<file path="src/rtl/led_matrix_scanner.sv">
`default_nettype none
// led_matrix_scanner: double-buffered frame sink that time-multiplexes a ROWS x COLS
// frame onto one-hot row drives, with a dark blanking gap before every row.
module led_matrix_scanner #(
  parameter int ROWS         = 6,
  parameter int COLS         = 6,
  parameter int DWELL_CYCLES = 1000,
  parameter int BLANK_CYCLES = 8
) (
  input  logic                   clock,
  input  logic                   restart,
  input  logic                   enable,
  input  logic [ROWS*COLS-1:0]   leds,
  input  logic                   frame_valid,
  output logic                   frame_ready,
  output logic [ROWS-1:0]        row_sel,
  output logic [COLS-1:0]        col_data,
  output logic                   frame_done,
  output logic                   scanning
);

  localparam int CNT_MAX = (DWELL_CYCLES > BLANK_CYCLES) ? DWELL_CYCLES : BLANK_CYCLES;
  localparam int CNT_W   = $clog2(CNT_MAX + 1);
  localparam int ROW_W   = (ROWS > 1) ? $clog2(ROWS) : 1;

  localparam logic [CNT_W-1:0] DWELL_LAST = CNT_W'(DWELL_CYCLES - 1);
  localparam logic [CNT_W-1:0] BLANK_LAST = CNT_W'(BLANK_CYCLES - 1);
  localparam logic [ROW_W-1:0] ROW_LAST   = ROW_W'(ROWS - 1);

  typedef enum logic [1:0] {
    IDLE  = 2'd0,
    BLANK = 2'd1,
    SHOW  = 2'd2
  } state_t;

  state_t               state;
  state_t               state_next;
  logic [ROW_W-1:0]     row;
  logic [ROW_W-1:0]     row_next;
  logic [CNT_W-1:0]     cnt;
  logic [CNT_W-1:0]     cnt_next;
  logic                 frame_start;

  logic [ROWS*COLS-1:0] active;
  logic [ROWS*COLS-1:0] pending;
  logic                 pending_full;
  logic                 accept;

  logic [ROWS-1:0]      row_sel_d;
  logic [COLS-1:0]      col_data_d;
  logic                 frame_done_d;
  logic                 scanning_d;

  assign accept      = frame_valid && !pending_full;
  assign frame_ready = !pending_full;

  always_ff @(posedge clock or posedge restart) begin
    if (restart) begin
      state <= IDLE;
      row   <= '0;
      cnt   <= '0;
    end else begin
      state <= state_next;
      row   <= row_next;
      cnt   <= cnt_next;
    end
  end

  always_comb begin
    state_next  = state;
    row_next    = row;
    cnt_next    = cnt;
    frame_start = 1'b0;
    case (state)
      IDLE: begin
        if (enable) begin
          state_next  = BLANK;
          row_next    = '0;
          cnt_next    = '0;
          frame_start = 1'b1;
        end
      end
      BLANK: begin
        if (cnt == BLANK_LAST) begin
          state_next = SHOW;
          cnt_next   = '0;
        end else begin
          cnt_next = cnt + CNT_W'(1);
        end
      end
      SHOW: begin
        if (cnt == DWELL_LAST) begin
          cnt_next = '0;
          if (row == ROW_LAST) begin
            // enable only matters here: a frame always runs to completion
            row_next = '0;
            if (enable) begin
              state_next  = BLANK;
              frame_start = 1'b1;
            end else begin
              state_next = IDLE;
            end
          end else begin
            row_next   = row + ROW_W'(1);
            state_next = BLANK;
          end
        end else begin
          cnt_next = cnt + CNT_W'(1);
        end
      end
      default: begin
        state_next = IDLE;
        row_next   = '0;
        cnt_next   = '0;
      end
    endcase
  end

  // Swap uses the pre-edge pending flag, so a same-cycle accept survives in pending.
  always_ff @(posedge clock or posedge restart) begin
    if (restart) begin
      active       <= '0;
      pending      <= '0;
      pending_full <= 1'b0;
    end else begin
      if (frame_start && pending_full) begin
        active <= pending;
      end
      if (accept) begin
        pending <= leds;
      end
      pending_full <= (pending_full && !frame_start) || accept;
    end
  end

  always_comb begin
    row_sel_d    = '0;
    col_data_d   = '0;
    frame_done_d = (state == SHOW) && (cnt == DWELL_LAST) && (row == ROW_LAST);
    scanning_d   = (state != IDLE);
    if (state == SHOW) begin
      for (int r = 0; r < ROWS; r++) begin
        if (row == ROW_W'(r)) begin
          row_sel_d[r] = 1'b1;
          col_data_d   = active[r*COLS +: COLS];
        end
      end
    end
  end

  always_ff @(posedge clock or posedge restart) begin
    if (restart) begin
      row_sel    <= '0;
      col_data   <= '0;
      frame_done <= 1'b0;
      scanning   <= 1'b0;
    end else begin
      row_sel    <= row_sel_d;
      col_data   <= col_data_d;
      frame_done <= frame_done_d;
      scanning   <= scanning_d;
    end
  end

endmodule
`default_nettype wire

</file>
<file path="config.mk">
export PLATFORM = sky130hd
export DESIGN_NAME = led_matrix_scanner
export DESIGN_NICKNAME = d
export VERILOG_FILES = /design/src/rtl/led_matrix_scanner.sv
export SDC_FILE = /design/constraint.sdc
export NUM_CORES = 1
export LEC_CHECK = 0
export CAP_MARGIN = 20
export CORE_MARGIN = 2
export CORE_UTILIZATION = 25
export CTS_CLUSTER_SIZE = 8
export DETAILED_ROUTE_END_ITERATION = 7
export HOLD_SLACK_MARGIN = 0.12
export SLEW_MARGIN = 20
export SYNTH_ARGS = -nofsm -noshare
export SYNTH_HDL_FRONTEND = slang
export SYNTH_SLANG_ARGS = --single-unit
</file>
<file path="constraint.sdc">
create_clock -name clock -period 6.75 [get_ports clock]
set_input_delay 0.675 -clock clock [delete_from_list [all_inputs] [get_ports clock]]
set_output_delay 0.675 -clock clock [all_outputs]
set_load 0.005 [all_outputs]
</file>
==> flow_metrics.py, run 1 <==
metrics = {
    "sta": {
        "grt_setup_unrepaired": "no",
        "tns_ns": 0,
        "setup_viol": 0,
        "hold_viol": 0,
        "drv_slew": 0,
        "tightest_slew_ns": 1.09,
        "slew_headroom": 0.272,
        "period_minus_slack_ns": 2.59,
        "fmax_mhz": 387,
        "layout_setup_ws_ns": 4.16,
        "finClkSkew_ns": 0.00951,
        "period_share": 0.383,
    },
    "floorplanning": {
        "die_h_um": 138,
        "rows": 48,
        "start_util": 0.257,
        "dieArea_mm2": 0.0189,
        "core-area_mm2": 0.0174,
        "io_pins": 55,
        "die-width_um": 138,
    },
    "route": {
        "num_vias": 2752,
        "drtIter0Drc": 126,
        "ant_nets": 0,
        "vias_per_cell": 4.56,
        "drt-total-wl_um": 9010,
        "first_pass_iters": 4,
        "wl_per_cell_um": 14.9,
        "drc": 0,
    },
    "synthesis": {
        "syn-num-nets": 373,
        "synth-edff-count": 0,
        "netlist_instances": 327,
        "syn_avg_cell_area_um2": 13.6,
        "syn-cell-area_mm2": 0.00446,
        "ys.flop_type": "dfrtp_1",
        "yosysWarnings": 0,
        "ys_seq_area_frac": 0.572,
        "ys_types": 49,
        "ys_seq_elements": 102,
        "ys_async_sr_fraction": 1.00,
    },
    "cells_and_area": {
        "diodes": 0,
        "nNetsFinal": 420,
        "mostFrequentLayoutCell": "dfrtp_1",
        "mostFrequentLayoutCells": "dfrtp_1 (102), clkdlybuf4s50_1 (54), mux2_2 (44), mux2_1 (30), nand2_1 (16)",
        "drive_gt1_frac": 0.190,
        "area_growth_pct": 22.9,
    },
    "pwr": {
        "p_per_area_mw_per_mm2": 223,
        "ir_drop_mv": 0.118,
        "leakagePower_nw": 2.42,
    },
    "global_route": {
        "track_usage": 0.103,
        "grt_max_degree": 81,
        "overflow": 0,
        "antenna_found_initial": 0,
        "grt_pass1_wl_um": 14800,
        "grt_pass1_vias": 2870,
    },
    "place": {
        "portBuffers": 54,
        "hpwl_um": 6390,
        "place_ws_ns": 4.09,
        "gp_congestion": 0.750,
    },
    "cts": {
        "clkTransAtPathRegs_ns": 0.07,
        "cts_root_buf": "clkbuf_16",
        "clock_latency_ns": 0.35,
        "cts_tree": "built",
        "cts_buffer_depth": 2,
        "cts_resized": 0,
        "cts_setup_buffers": 0,
        "hold_buffers": 0,
        "cts_buffers": 9,
        "cts_num_sinks": 102,
        "htreeDepth": 3,
    },
    "worst_setup_path": {
        "crit_required_ns": 6.98,
        "start_kind": "flip-flop",
        "crit_path_max_fanout": 37,
        "cp.arrival_ns": 2.82,
        "end_kind": "flip-flop",
        "cp_cell_sequence": "nand4b_1, nor4_4, o211a_1, buf_4, mux2_2",
        "path_class": "reg2reg",
        "cpMaxStageDelayCell": "dfrtp_1",
        "path_buf_inv": 1,
        "crit_family": "flip-flops",
        "critPathMaxStageDelay_ns": 0.89,
    },
    "min_path": {
        "hold_class": "reg2reg",
    },
    "status": {
        "outcome": "finished, final reports clean",
    },
    "flow_run": {
        "max_cap_violations": 0,
    },
}
-- metrics by stage --
step / cells / total power [mW] / cell area, um2 / hold WS, ns / util
6_report: 604 / 1.22 / 5480 / 0.488 / 0.316
5_1_grt: 604 / 1.28 / 5480 / 0.499 / 0.316
4_1_cts: 604 / 1.24 / 5470 / 0.492 / 0.315
3_5_place_dp: 588 / 0.723 / 5180 / 0.475 / 0.298
3_3_place_gp: 588 / 0.721 / 5180 / 0.468 / 0.298
2_1_floorplan: 327 / 0.686 / 4460 / 0.457 / -
-- cell families after synthesis --
kind of cell | Yosys count | synth area share
multiplexers | 87 | 0.216
adder cells (fa/ha/maj) | 6 | 0.0168
AO/OA/AOI/OAI | 47 | 0.0833
flip-flops | 102 | 0.572
buffers and inverters | 30 | 0.0379
AND/OR/NAND/NOR | 55 | 0.0738
-- power breakdown --
part	internal [mW]	switching, mW
Clock	0.263	0.253
Combinational	0.0385	0.0207
Sequential	0.636	0.0143
Total	0.937	0.288
-- sequential cells by signal, indices dropped and copies added, names as in the netlist --
name,cells
active,36
pending_full,1
cnt,10
row,3
frame_done,1
pending,36
col_data,6
row_sel,6
scanning,1
state,2
-- metal layers --
| metal | vias up | share of wire | global-route usage |
|---|---|---|---|
| met4 | 0 | 0.012 | 0.0292 |
| li1 | 1293 | - | - |
| met2 | 71 | 0.48 | 0.170 |
| met1 | 1377 | 0.47 | 0.132 |
| met5 | - | 0 | 0 |
| met3 | 11 | 0.041 | 0.0265 |
-- area by class of cell --
cell class | instances | area, um2
clock buffers | 9 | 225
clock inverters | 7 | 72.6
fillers | 1691 | 11900
inverters | 10 | 40.0
multi-input cells | 195 | 1750
flip-flops and latches | 102 | 2550
well taps | 225 | 282
repair buffers | 56 | 559
-- path summary, 6_finish.rpt --
path,endpoint,start,depth (start not counted),slack (ns)
hold / removal,active[6]$_DFFE_PP0P_,active[6]$_DFFE_PP0P_,1,0.49
hold reg to reg,active[6]$_DFFE_PP0P_,active[6]$_DFFE_PP0P_,1,0.49
max in group asynchronous,pending[30]$_DFFE_PP0P_,restart,3,5.13
setup / recovery,active[30]$_DFFE_PP0P_,row[0]$_DFFE_PP0P_,5,4.16
setup reg to reg,active[30]$_DFFE_PP0P_,row[0]$_DFFE_PP0P_,5,4.16
min in group asynchronous,row_sel[1]$_DFF_PP0_,restart,2,0.64
-- cell usage after synthesis, drive strengths merged, types with 6 or more instances --
master | instances | area share
o21ai | 7 | 0.0087
clkbuf | 8 | 0.0067
ha | 6 | 0.017
a211oi | 6 | 0.010
dfrtp | 102 | 0.57
o2bb2ai | 6 | 0.012
inv | 9 | 0.0076
nor3 | 7 | 0.010
mux2i | 13 | 0.029
a221oi | 6 | 0.012
nor2 | 8 | 0.0067
buf | 12 | 0.023
nand2 | 16 | 0.013
mux2 | 74 | 0.19
Note: power is estimated with default switching activity, not from simulation.
==> run 2: changes to the inputs <==
- clock period: 6.75 -> 2.5 ns (I/O delays scaled with it)
==> run 2 against run 1 <==
Clock skew up 0.0024 ns. Combinational power grew to 2.7 times the previous value. Final cell count increased by 0.99%. Maximum frequency rose by 17%. Via count increased by 0.58%. Sequential cell count did not move. Hold slack worse by 0.14 ns. Clock-buffer cell count stayed put. Critical path type unchanged. Largest power group unchanged. Routed wire length increased by 2.0%.
==> flow_metrics.py, run 2 (synthesized netlist as in run 1, its figures left out) <==
metrics = {
    "worst_setup_path": {
        "crit_path_max_fanout": 37,
        "cp.arrival_ns": 2.44,
        "crit_required_ns": 2.73,
        "critPathMaxStageDelay_ns": 0.42,
        "cp_cell_sequence": "inv_1, ha_1, nand4b_1, nor4_4, o211a_1, buf_12, mux2_2",
        "start_kind": "flip-flop",
        "end_kind": "flip-flop",
        "path_class": "reg2reg",
        "cpMaxStageDelayCell": "dfrtp_1",
    },
    "pwr": {
        "p_per_area_mw_per_mm2": 587,
        "total_power_mw": 3.25,
        "leakagePower_nw": 2.44,
        "ir_drop_mv": 0.317,
    },
    "global_route": {
        "track_usage": 0.104,
        "grt_max_degree": 103,
        "antenna_found_initial": 0,
        "grt_pass1_wl_um": 14900,
        "overflow": 0,
        "grt_pass1_vias": 2877,
    },
    "sta": {
        "tightest_slew_ns": 0.572,
        "drv_slew": 0,
        "setup_viol": 0,
        "period_minus_slack_ns": 2.21,
        "tns_ns": 0,
        "finClkSkew_ns": 0.0119,
        "period_share": 0.884,
        "slew_headroom": 0.619,
        "grt_setup_unrepaired": "no",
        "hold_viol": 0,
        "fmax_mhz": 453,
        "layout_setup_ws_ns": 0.291,
    },
    "cts": {
        "hold_buffers": 0,
        "cts_setup_buffers": 0,
        "clock_latency_ns": 0.35,
        "cts_buffers": 9,
        "clkTransAtPathRegs_ns": 0.07,
        "cts_buffer_depth": 2,
        "cts_tree": "built",
        "cts_num_sinks": 102,
        "cts_resized": 0,
        "cts_root_buf": "clkbuf_16",
        "htreeDepth": 3,
    },
    "floorplanning": {
        "start_util": 0.257,
        "dieArea_mm2": 0.0189,
        "die-width_um": 138,
        "io_pins": 55,
        "core-area_mm2": 0.0174,
        "rows": 48,
        "die_h_um": 138,
    },
    "cells_and_area": {
        "mostFrequentLayoutCell": "dfrtp_1",
        "largest_registers": "active: 36 flops, pending: 36 flops, cnt: 10 flops",
        "nNetsFinal": 426,
        "drive_gt1_frac": 0.200,
        "fin_util": 0.319,
        "final_cells": 610,
        "diodes": 0,
        "mostFrequentLayoutCells": "dfrtp_1 (102), clkdlybuf4s50_1 (54), mux2_2 (44), mux2_1 (30), nand2_1 (16)",
        "area_growth_pct": 24.2,
    },
    "place": {
        "place_ws_ns": 0.288,
        "gp_congestion": 0.818,
        "hpwl_um": 6390,
        "portBuffers": 54,
        "placed_cells": 594,
    },
    "min_path": {
        "hold_class": "in2async",
    },
    "route": {
        "vias_per_cell": 4.54,
        "drtIter0Drc": 137,
        "wl_per_cell_um": 15.1,
        "drt-total-wl_um": 9190,
        "ant_nets": 0,
        "num_vias": 2768,
        "drc": 0,
        "first_pass_iters": 4,
    },
    "flow_run": {
        "max_cap_violations": 0,
    },
    "status": {
        "outcome": "finished, final reports clean",
    },
}
==> run 2: per-layer routing <==
metal / vias to the layer above / share of wire / track usage
met3: 9 / 0.042 / 0.0302
met2: 66 / 0.48 / 0.166
met5: - / 0 / 0
li1: 1306 / - / -
met4: 0 / 0.010 / 0.0326
met1: 1387 / 0.47 / 0.135
==> run 2: critical path: cells and delay by family, from the launching register on <==
family	cells	cell delay [ns]
AND/OR/NAND/NOR	2	0.45
buffers and inverters	2	0.33
multiplexers	1	0.37
flip-flops	1	0.42
AO/OA/AOI/OAI	1	0.21
adder cells (fa/ha/maj)	1	0.31
==> run 2: final timing paths <==
path                            slack, ns  depth (start not counted)                     end              startpoint
min in group clock                   0.48                          1   active[1]$_DFFE_PP0P_  pending[1]$_DFFE_PP0P_
max in group asynchronous            1.68                          3  active[16]$_DFFE_PP0P_                 restart
worst min register to register       0.48                          1   active[1]$_DFFE_PP0P_  pending[1]$_DFFE_PP0P_
worst max register to register       0.29                          7  active[35]$_DFFE_PP0P_    state[0]$_DFFE_PP0P_
worst max-delay path                 0.29                          7  active[35]$_DFFE_PP0P_    state[0]$_DFFE_PP0P_
worst min-delay path                 0.34                          3  pending[8]$_DFFE_PP0P_                 restart
==> run 2: layout make-up <==
cell class | instances | area (um2)
clock inverters | 7 | 53.8
well taps | 225 | 282
multi-input cells | 195 | 1750
inverters | 10 | 41.3
repair buffers | 62 | 638
flip-flops and latches | 102 | 2550
fillers | 1718 | 11800
clock buffers | 9 | 225
==> run 2: through the flow <==
step,instance area (um2),hold slack (ns)
3_3_place_gp,5260,0.468
6_report,5540,0.345
2_1_floorplan,4460,0.380
3_5_place_dp,5260,0.475
5_1_grt,5540,0.457
4_1_cts,5540,0.434
==> run 2: power by group <==
part	total, mW	internal [mW]	switching, mW
sequential	1.76	1.72	0.0401
clock	1.33	0.686	0.645
combinational	0.161	0.106	0.0559
==> run 3: changes to the inputs <==
- CTS_CLUSTER_SIZE: 8 -> default
- SKIP_CTS_REPAIR_TIMING: default -> 1
==> results of run 3 <==
No change in the layout: final DEF, timing and power equal those of run 2.
